<file path="src/rtl/spi_miso_tx_4mb.sv">
// SPI slave read-path engine (mode 0). Tracks the SPI frame independently of the
// write path, decodes read commands, snapshots the addressed register and shifts
// it out MSB-first on MISO. Never writes registers.
//
// Ports:
//   clk_100m, rst_n_syn            system clock, async active-low reset
//   spi_sclk, spi_cs_n, spi_mosi   SPI pins (async to clk_100m)
//   *_reg (10 x 32)                readable register values
//   spi_miso, spi_miso_oe          serial read data and its tristate enable
//   rd_strobe                      one-cycle pulse when a snapshot is taken
//   rd_addr                        address of the last snapshot
//   frame_err_cnt                  saturating count of aborted frames
module spi_miso_tx_4mb #(
  parameter logic [7:0]  OPC_READ         = 8'h0B,
  parameter logic [15:0] ADDR_VER         = 16'h0000,
  parameter logic [15:0] ADDR_REV_DATA    = 16'h0001,
  parameter logic [15:0] ADDR_DIP_SW      = 16'h0002,
  parameter logic [15:0] ADDR_BUTTONS     = 16'h0003,
  parameter logic [15:0] ADDR_BUTTONS_LED = 16'h0004,
  parameter logic [15:0] ADDR_DRAPE       = 16'h0005,
  parameter logic [15:0] ADDR_SPARE0      = 16'h0006,
  parameter logic [15:0] ADDR_SPARE1      = 16'h0007,
  parameter logic [15:0] ADDR_ADC_ALERTS  = 16'h0008,
  parameter logic [15:0] ADDR_FAULTS      = 16'h0009,
  parameter logic [31:0] UNMAPPED_VAL     = 32'hBAD0_ADD0
) (
  input  logic        clk_100m,
  input  logic        rst_n_syn,
  input  logic        spi_sclk,
  input  logic        spi_cs_n,
  input  logic        spi_mosi,
  input  logic [31:0] ver_reg,
  input  logic [31:0] rev_data_reg,
  input  logic [31:0] dip_sw_reg,
  input  logic [31:0] buttons_reg,
  input  logic [31:0] buttons_led_reg,
  input  logic [31:0] drape_sensor_reg,
  input  logic [31:0] spare0_io_reg,
  input  logic [31:0] spare1_io_reg,
  input  logic [31:0] ADC_Alerts_reg,
  input  logic [31:0] Fault_Flages_reg,
  output logic        spi_miso,
  output logic        spi_miso_oe,
  output logic        rd_strobe,
  output logic [15:0] rd_addr,
  output logic [7:0]  frame_err_cnt
);

  localparam int unsigned CNT_W  = 6;
  localparam int unsigned HDR_W  = 23;
  localparam int unsigned DATA_W = 32;

  typedef enum logic [2:0] {IDLE, OPCODE, ADDR, DATA, SKIP, DONE} state_t;

  // Pin synchronizers; the third sclk stage provides edge detection
  logic [2:0] sclk_s;
  logic [1:0] cs_s;
  logic [1:0] mosi_s;

  always_ff @(posedge clk_100m or negedge rst_n_syn) begin
    if (!rst_n_syn) begin
      sclk_s <= 3'b000;
      cs_s   <= 2'b11;
      mosi_s <= 2'b00;
    end else begin
      sclk_s <= {sclk_s[1:0], spi_sclk};
      cs_s   <= {cs_s[0], spi_cs_n};
      mosi_s <= {mosi_s[0], spi_mosi};
    end
  end

  logic sclk_rise, sclk_fall, cs_high, mosi_bit;
  assign sclk_rise = sclk_s[1] & ~sclk_s[2];
  assign sclk_fall = ~sclk_s[1] & sclk_s[2];
  assign cs_high   = cs_s[1];
  assign mosi_bit  = mosi_s[1];

  // Register map lookup for the snapshot
  function automatic logic [DATA_W-1:0] reg_mux(input logic [15:0] a);
    logic [DATA_W-1:0] v;
    v = UNMAPPED_VAL;
    if (a == ADDR_VER)         v = ver_reg;
    if (a == ADDR_REV_DATA)    v = rev_data_reg;
    if (a == ADDR_DIP_SW)      v = dip_sw_reg;
    if (a == ADDR_BUTTONS)     v = buttons_reg;
    if (a == ADDR_BUTTONS_LED) v = buttons_led_reg;
    if (a == ADDR_DRAPE)       v = drape_sensor_reg;
    if (a == ADDR_SPARE0)      v = spare0_io_reg;
    if (a == ADDR_SPARE1)      v = spare1_io_reg;
    if (a == ADDR_ADC_ALERTS)  v = ADC_Alerts_reg;
    if (a == ADDR_FAULTS)      v = Fault_Flages_reg;
    return v;
  endfunction

  state_t             state_q, state_d;
  logic [CNT_W-1:0]   cnt_q, cnt_d;
  logic [HDR_W-1:0]   hdr_q, hdr_d;
  logic [DATA_W-1:0]  shift_q, shift_d;
  logic               miso_d, oe_d, strobe_d;
  logic [15:0]        addr_d;
  logic [7:0]         err_d;
  logic [15:0]        addr_w;
  logic [7:0]         opc_w;

  // State and registered outputs
  always_ff @(posedge clk_100m or negedge rst_n_syn) begin
    if (!rst_n_syn) begin
      state_q       <= IDLE;
      cnt_q         <= '0;
      hdr_q         <= '0;
      shift_q       <= '0;
      spi_miso      <= 1'b0;
      spi_miso_oe   <= 1'b0;
      rd_strobe     <= 1'b0;
      rd_addr       <= 16'h0000;
      frame_err_cnt <= 8'h00;
    end else begin
      state_q       <= state_d;
      cnt_q         <= cnt_d;
      hdr_q         <= hdr_d;
      shift_q       <= shift_d;
      spi_miso      <= miso_d;
      spi_miso_oe   <= oe_d;
      rd_strobe     <= strobe_d;
      rd_addr       <= addr_d;
      frame_err_cnt <= err_d;
    end
  end

  // Next-state and output logic; cs_n high overrides any SCLK edge
  always_comb begin
    state_d  = state_q;
    cnt_d    = cnt_q;
    hdr_d    = hdr_q;
    shift_d  = shift_q;
    miso_d   = spi_miso;
    oe_d     = spi_miso_oe;
    strobe_d = 1'b0;
    addr_d   = rd_addr;
    err_d    = frame_err_cnt;
    addr_w   = {hdr_q[14:0], mosi_bit};
    opc_w    = hdr_q[22:15];

    if (cs_high) begin
      state_d = IDLE;
      cnt_d   = '0;
      miso_d  = 1'b0;
      oe_d    = 1'b0;
      if (cnt_q != CNT_W'(0) && cnt_q != CNT_W'(56) && frame_err_cnt != 8'hFF)
        err_d = frame_err_cnt + 8'd1;
    end else begin
      unique case (state_q)
        IDLE: begin
          state_d = OPCODE;
          cnt_d   = '0;
        end
        OPCODE: if (sclk_rise) begin
          hdr_d = {hdr_q[HDR_W-2:0], mosi_bit};
          cnt_d = cnt_q + CNT_W'(1);
          if (cnt_q == CNT_W'(7)) state_d = ADDR;
        end
        ADDR: if (sclk_rise) begin
          hdr_d = {hdr_q[HDR_W-2:0], mosi_bit};
          cnt_d = cnt_q + CNT_W'(1);
          if (cnt_q == CNT_W'(23)) begin
            if (opc_w == OPC_READ) begin
              state_d  = DATA;
              shift_d  = reg_mux(addr_w);
              addr_d   = addr_w;
              strobe_d = 1'b1;
              oe_d     = 1'b1;
            end else begin
              state_d = SKIP;
            end
          end
        end
        DATA: begin
          if (sclk_rise) begin
            cnt_d = cnt_q + CNT_W'(1);
            if (cnt_q == CNT_W'(55)) begin
              state_d = DONE;
              miso_d  = 1'b0;
            end
          end else if (sclk_fall) begin
            miso_d  = shift_q[DATA_W-1];
            shift_d = {shift_q[DATA_W-2:0], 1'b0};
          end
        end
        SKIP: begin
          // Keep counting so a complete non-read frame is not seen as aborted
          miso_d = 1'b0;
          if (sclk_rise && cnt_q != CNT_W'(56)) cnt_d = cnt_q + CNT_W'(1);
        end
        DONE: miso_d = 1'b0;
        default: state_d = IDLE;
      endcase
    end
  end

endmodule
</file>
<file path="config.mk">
export PLATFORM = sky130hd
export DESIGN_NAME = spi_miso_tx_4mb
export DESIGN_NICKNAME = d
export VERILOG_FILES = /design/src/rtl/spi_miso_tx_4mb.sv
export SDC_FILE = /design/constraint.sdc
export NUM_CORES = 1
export LEC_CHECK = 0
export BUFFER_PORTS_ARGS = -buffer_cell sky130_fd_sc_hd__buf_2
export CELL_PAD_IN_SITES_DETAIL_PLACEMENT = 1
export CELL_PAD_IN_SITES_GLOBAL_PLACEMENT = 1
export CORE_UTILIZATION = 36
export CTS_CLUSTER_DIAMETER = 80
export CTS_CLUSTER_SIZE = 24
export DETAILED_ROUTE_END_ITERATION = 7
export PLACE_DENSITY = 0.95
export SLEW_MARGIN = 20
export SYNTH_ARGS = -nofsm -noshare
export SYNTH_HDL_FRONTEND = slang
export SYNTH_SLANG_ARGS = --single-unit
</file>
<file path="constraint.sdc">
create_clock -name clk_100m -period 7.07 [get_ports clk_100m]
set_clock_uncertainty 0.1 [all_clocks]
set_input_delay 0.3535 -clock clk_100m [delete_from_list [all_inputs] [get_ports clk_100m]]
set_output_delay 0.3535 -clock clk_100m [all_outputs]
set_load 0.01 [all_outputs]
</file>
==> results.sh <==
export IMPL_period_share=0.512
export IMPL_dp_cells=1417
export IMPL_power_density_nw_per_um2=300
export IMPL_fin_setup_tns_ns=0
export IMPL_die_y_um=144
export IMPL_drtIter0Drc=976
export IMPL_synth_edff_count=0
export IMPL_synth_seq_cells=98
export IMPL_crit_cells=7
export IMPL_vdd_drop_max_uv=162
export IMPL_critPathArrivalTime_ns=3.78
export IMPL_crit_family="simple AND/OR/NAND/NOR gates"
export IMPL_fin_nets=1495
export IMPL_cpPeakStageDelay_ns=0.99
export IMPL_cts_tree="done"
export IMPL_layout_drive_gt1_share=0.379
export IMPL_cts_path_max_buffers=2
export IMPL_dpl_worst_slack_ns=3.55
export IMPL_hpwlAfterDp_um=28800
export IMPL_place_gp_congestion=0.935
export IMPL_yosys_top_cells_area="dfrtp_1 (33%), nand2_1 (6.1%), mux2_2 (5.0%), a21oi_1 (4.6%), mux4_2 (4.4%)"
export IMPL_vias=8820
export IMPL_overflow=0
export IMPL_die_width_um=144
export IMPL_synth_top_area_frac=0.332
export IMPL_cts_buffers=9
export IMPL_htreeDepth=3
export IMPL_post_cts_setup_buffers=0
export IMPL_track_usage=0.351
export IMPL_grt_pass1_wl_um=53100
export IMPL_crit_path_end_kind="flop"
export IMPL_worstSetupStartpointType="flop"
export IMPL_hold_violations=0
export IMPL_setup_viol=0
export IMPL_clk_transition_reported_paths_ns=0.07
export IMPL_final_antenna_net_count=0
export IMPL_synthesis_area_um2=7240
export IMPL_fp_dieArea_um2=20700
export IMPL_worst_slew_pin_slew_ns=1.08
export IMPL_vias_per_cell=6.05
export IMPL_grt_start_max_net_pins=75
export IMPL_fin_ws_ns=3.45
export IMPL_crit_top_cell="nand2_1"
export IMPL_synth_largest_area_cell="dfrtp_1"
export IMPL_placed_area_um2=9150
export IMPL_syn_inst=854
export IMPL_grt_pass1_vias=8850
export IMPL_rsz0062_at_grt="no"
export IMPL_fillCellCount=2467
export IMPL_num_rows=51
export IMPL_rr_worst_depth=7
export IMPL_ctsResizeCount=0
export IMPL_worst_setup_path_type="flop to flop"
export IMPL_dr_pass1_iters=5
export IMPL_io_buffers=351
export IMPL_syn_nets=1182
export IMPL_maxSlewHeadroom=0.279
export IMPL_outcome="finished clean"
export IMPL_hold_path_depth=3
export IMPL_yosysWarnings=0
export IMPL_finalMaxSlewViolations=0
export IMPL_clockRootBuffer="clkbuf_16"
export IMPL_worstPathRequired_ns=7.23
export IMPL_slowest_stage="dfrtp_4"
export IMPL_wire_per_inst_um=25.3
export IMPL_core_area_um2=19600
export IMPL_period_minus_slack_ns=3.62
export IMPL_critical_path_buf_inv_count=1
export IMPL_syn_mean_instance_area_um2=8.48
export IMPL_syn2layout_area_growth_pct=32.0
export IMPL_synth_seq_area_share=0.339
export IMPL_max_cap_violations=0
export IMPL_cp_max_fo=71
export IMPL_p_leak_uw=0.00454
export IMPL_cts_sinks=98
export IMPL_start_util=0.370
export IMPL_finalInstanceArea_um2=9570
export IMPL_clk_latency_ns=0.36
export IMPL_drc_errors=0
export IMPL_async_flop_share=1.00
export IMPL_yosysUniqueCellTypes=71
export IMPL_stdcell_count=1458
export IMPL_wl_um=36900
export IMPL_hp_class="primary input to flop"
export IMPL_path_cells="buf_4 -> nand2b_1 -> nor3_1 -> nand2_1 -> nand2_1 -> a2111oi_0 -> o21ai_0"
export IMPL_io_pin_count=352
export IMPL_ys_flop_type="dfrtp_1"
export IMPL_max_freq_ghz=0.276
export IMPL_antenna_found_initial=23
[power breakdown]
group / leakage [uW] / internal [uW] / total [uW] / switching [uW]
Clock: 0.000145 / 250 / 513 / 263
Sequential: 0.00126 / 667 / 815 / 148
Combinational: 0.00314 / 578 / 1550 / 969
Total: 0.00454 / 1490 / 2870 / 1380
[logic make-up after synthesis]
logic type / share of synthesized area
fa+ha+maj: 0.00518
buf+inv: 0.0489
xor+xnor: 0.0121
mux: 0.129
simple gates: 0.206
flops: 0.339
compound gates: 0.260
[metal layers]
metal	up-vias	part of all wire	global-route usage
met3	102	0.10	0.0816
met2	592	0.46	0.548
met5	-	0.00079	0
met4	4	0.042	0.168
met1	4253	0.39	0.457
li1	3869	-	-
[registers in the layout, summed over array words and instances, names as in the netlist, 2 cells and up]
name	flops
mosi_s	2
cs_s	2
state_q	3
sclk_s	3
frame_err_cnt	8
hdr_q	23
cnt_q	6
shift_q	32
rd_addr	16
[worst register-to-register path: stages, from the launching register on]
cell	delay, ns
dfrtp_4	0.99
buf_4	0.60
nand2b_1	0.36
nor3_1	0.52
nand2_1	0.33
nand2_1	0.24
a2111oi_0	0.15
o21ai_0	0.25
[synth_stat cells (11+ instances only)]
| master | count |
|---|---|
| nand3_1 | 11 |
| nor2b_1 | 15 |
| nand2b_1 | 11 |
| o21ai_0 | 61 |
| nor2_1 | 61 |
| a21oi_1 | 66 |
| clkbuf_1 | 41 |
| buf_2 | 16 |
| a221oi_1 | 16 |
| inv_1 | 20 |
| mux2i_1 | 26 |
| nand2_1 | 118 |
| mux2_2 | 32 |
| nor3b_1 | 12 |
| o22ai_1 | 33 |
| nor3_1 | 20 |
| mux4_2 | 14 |
| o21a_1 | 14 |
| dfrtp_1 | 96 |
[final timing paths]
check / startpoint / endpoint / slack, ns
max in group asynchronous: rst_n_syn / mosi_s[1] / 5.38
min: ADC_Alerts_reg[3] / shift_q[3] / 0.23
max: mosi_s[1] / shift_q[2] / 3.45
max reg2reg: mosi_s[1] / shift_q[2] / 3.45
min reg2reg: cs_s[0] / cs_s[1] / 0.26
min in group asynchronous: rst_n_syn / cnt_q[0] / 0.34
[cell usage in the layout, fill, tap and decap left out, types with 11 or more instances in the layout]
master / netlist / layout
a21oi_1: 66 / 66
a221oi_1: 16 / 16
buf_2: 16 / 350
dfrtp_1: 96 / 93
diode_2: 0 / 21
inv_1: 20 / 20
mux2_2: 32 / 32
mux2i_1: 26 / 26
mux4_2: 14 / 14
nand2_1: 118 / 118
nand2b_1: 11 / 11
nor2_1: 61 / 60
nor2b_1: 15 / 15
nor3_1: 20 / 20
nor3b_1: 12 / 12
o21a_1: 14 / 14
o21ai_0: 61 / 61
o22ai_1: 33 / 33
[layout make-up]
cell class	count	area (um2)	area share
diodes	21	52.6	0.00549
clock buffers	9	225	0.0235
clock inverters	7	71.3	0.00746
inverters	20	75.1	0.00785
multi-input cells	673	4470	0.467
flip-flops and latches	98	2460	0.257
well taps	265	332	0.0347
repair buffers	365	1880	0.196
[repair_timing]
action | in CTS | in global routing
endpoints found under the hold margin | 25 | 0
setup endpoints to repair | 0 | 0
hold buffers | 4 | 0
[through the flow]
step	hold slack [ns]	power [uW]	utilization
floorplan	-0.0421	1750	-
global placement	0.168	2230	0.467
detailed placement	0.177	2290	0.467
CTS	0.221	2810	0.484
global route	0.238	3000	0.488
finish	0.228	2870	0.488
(Power assumes the default switching activity.)
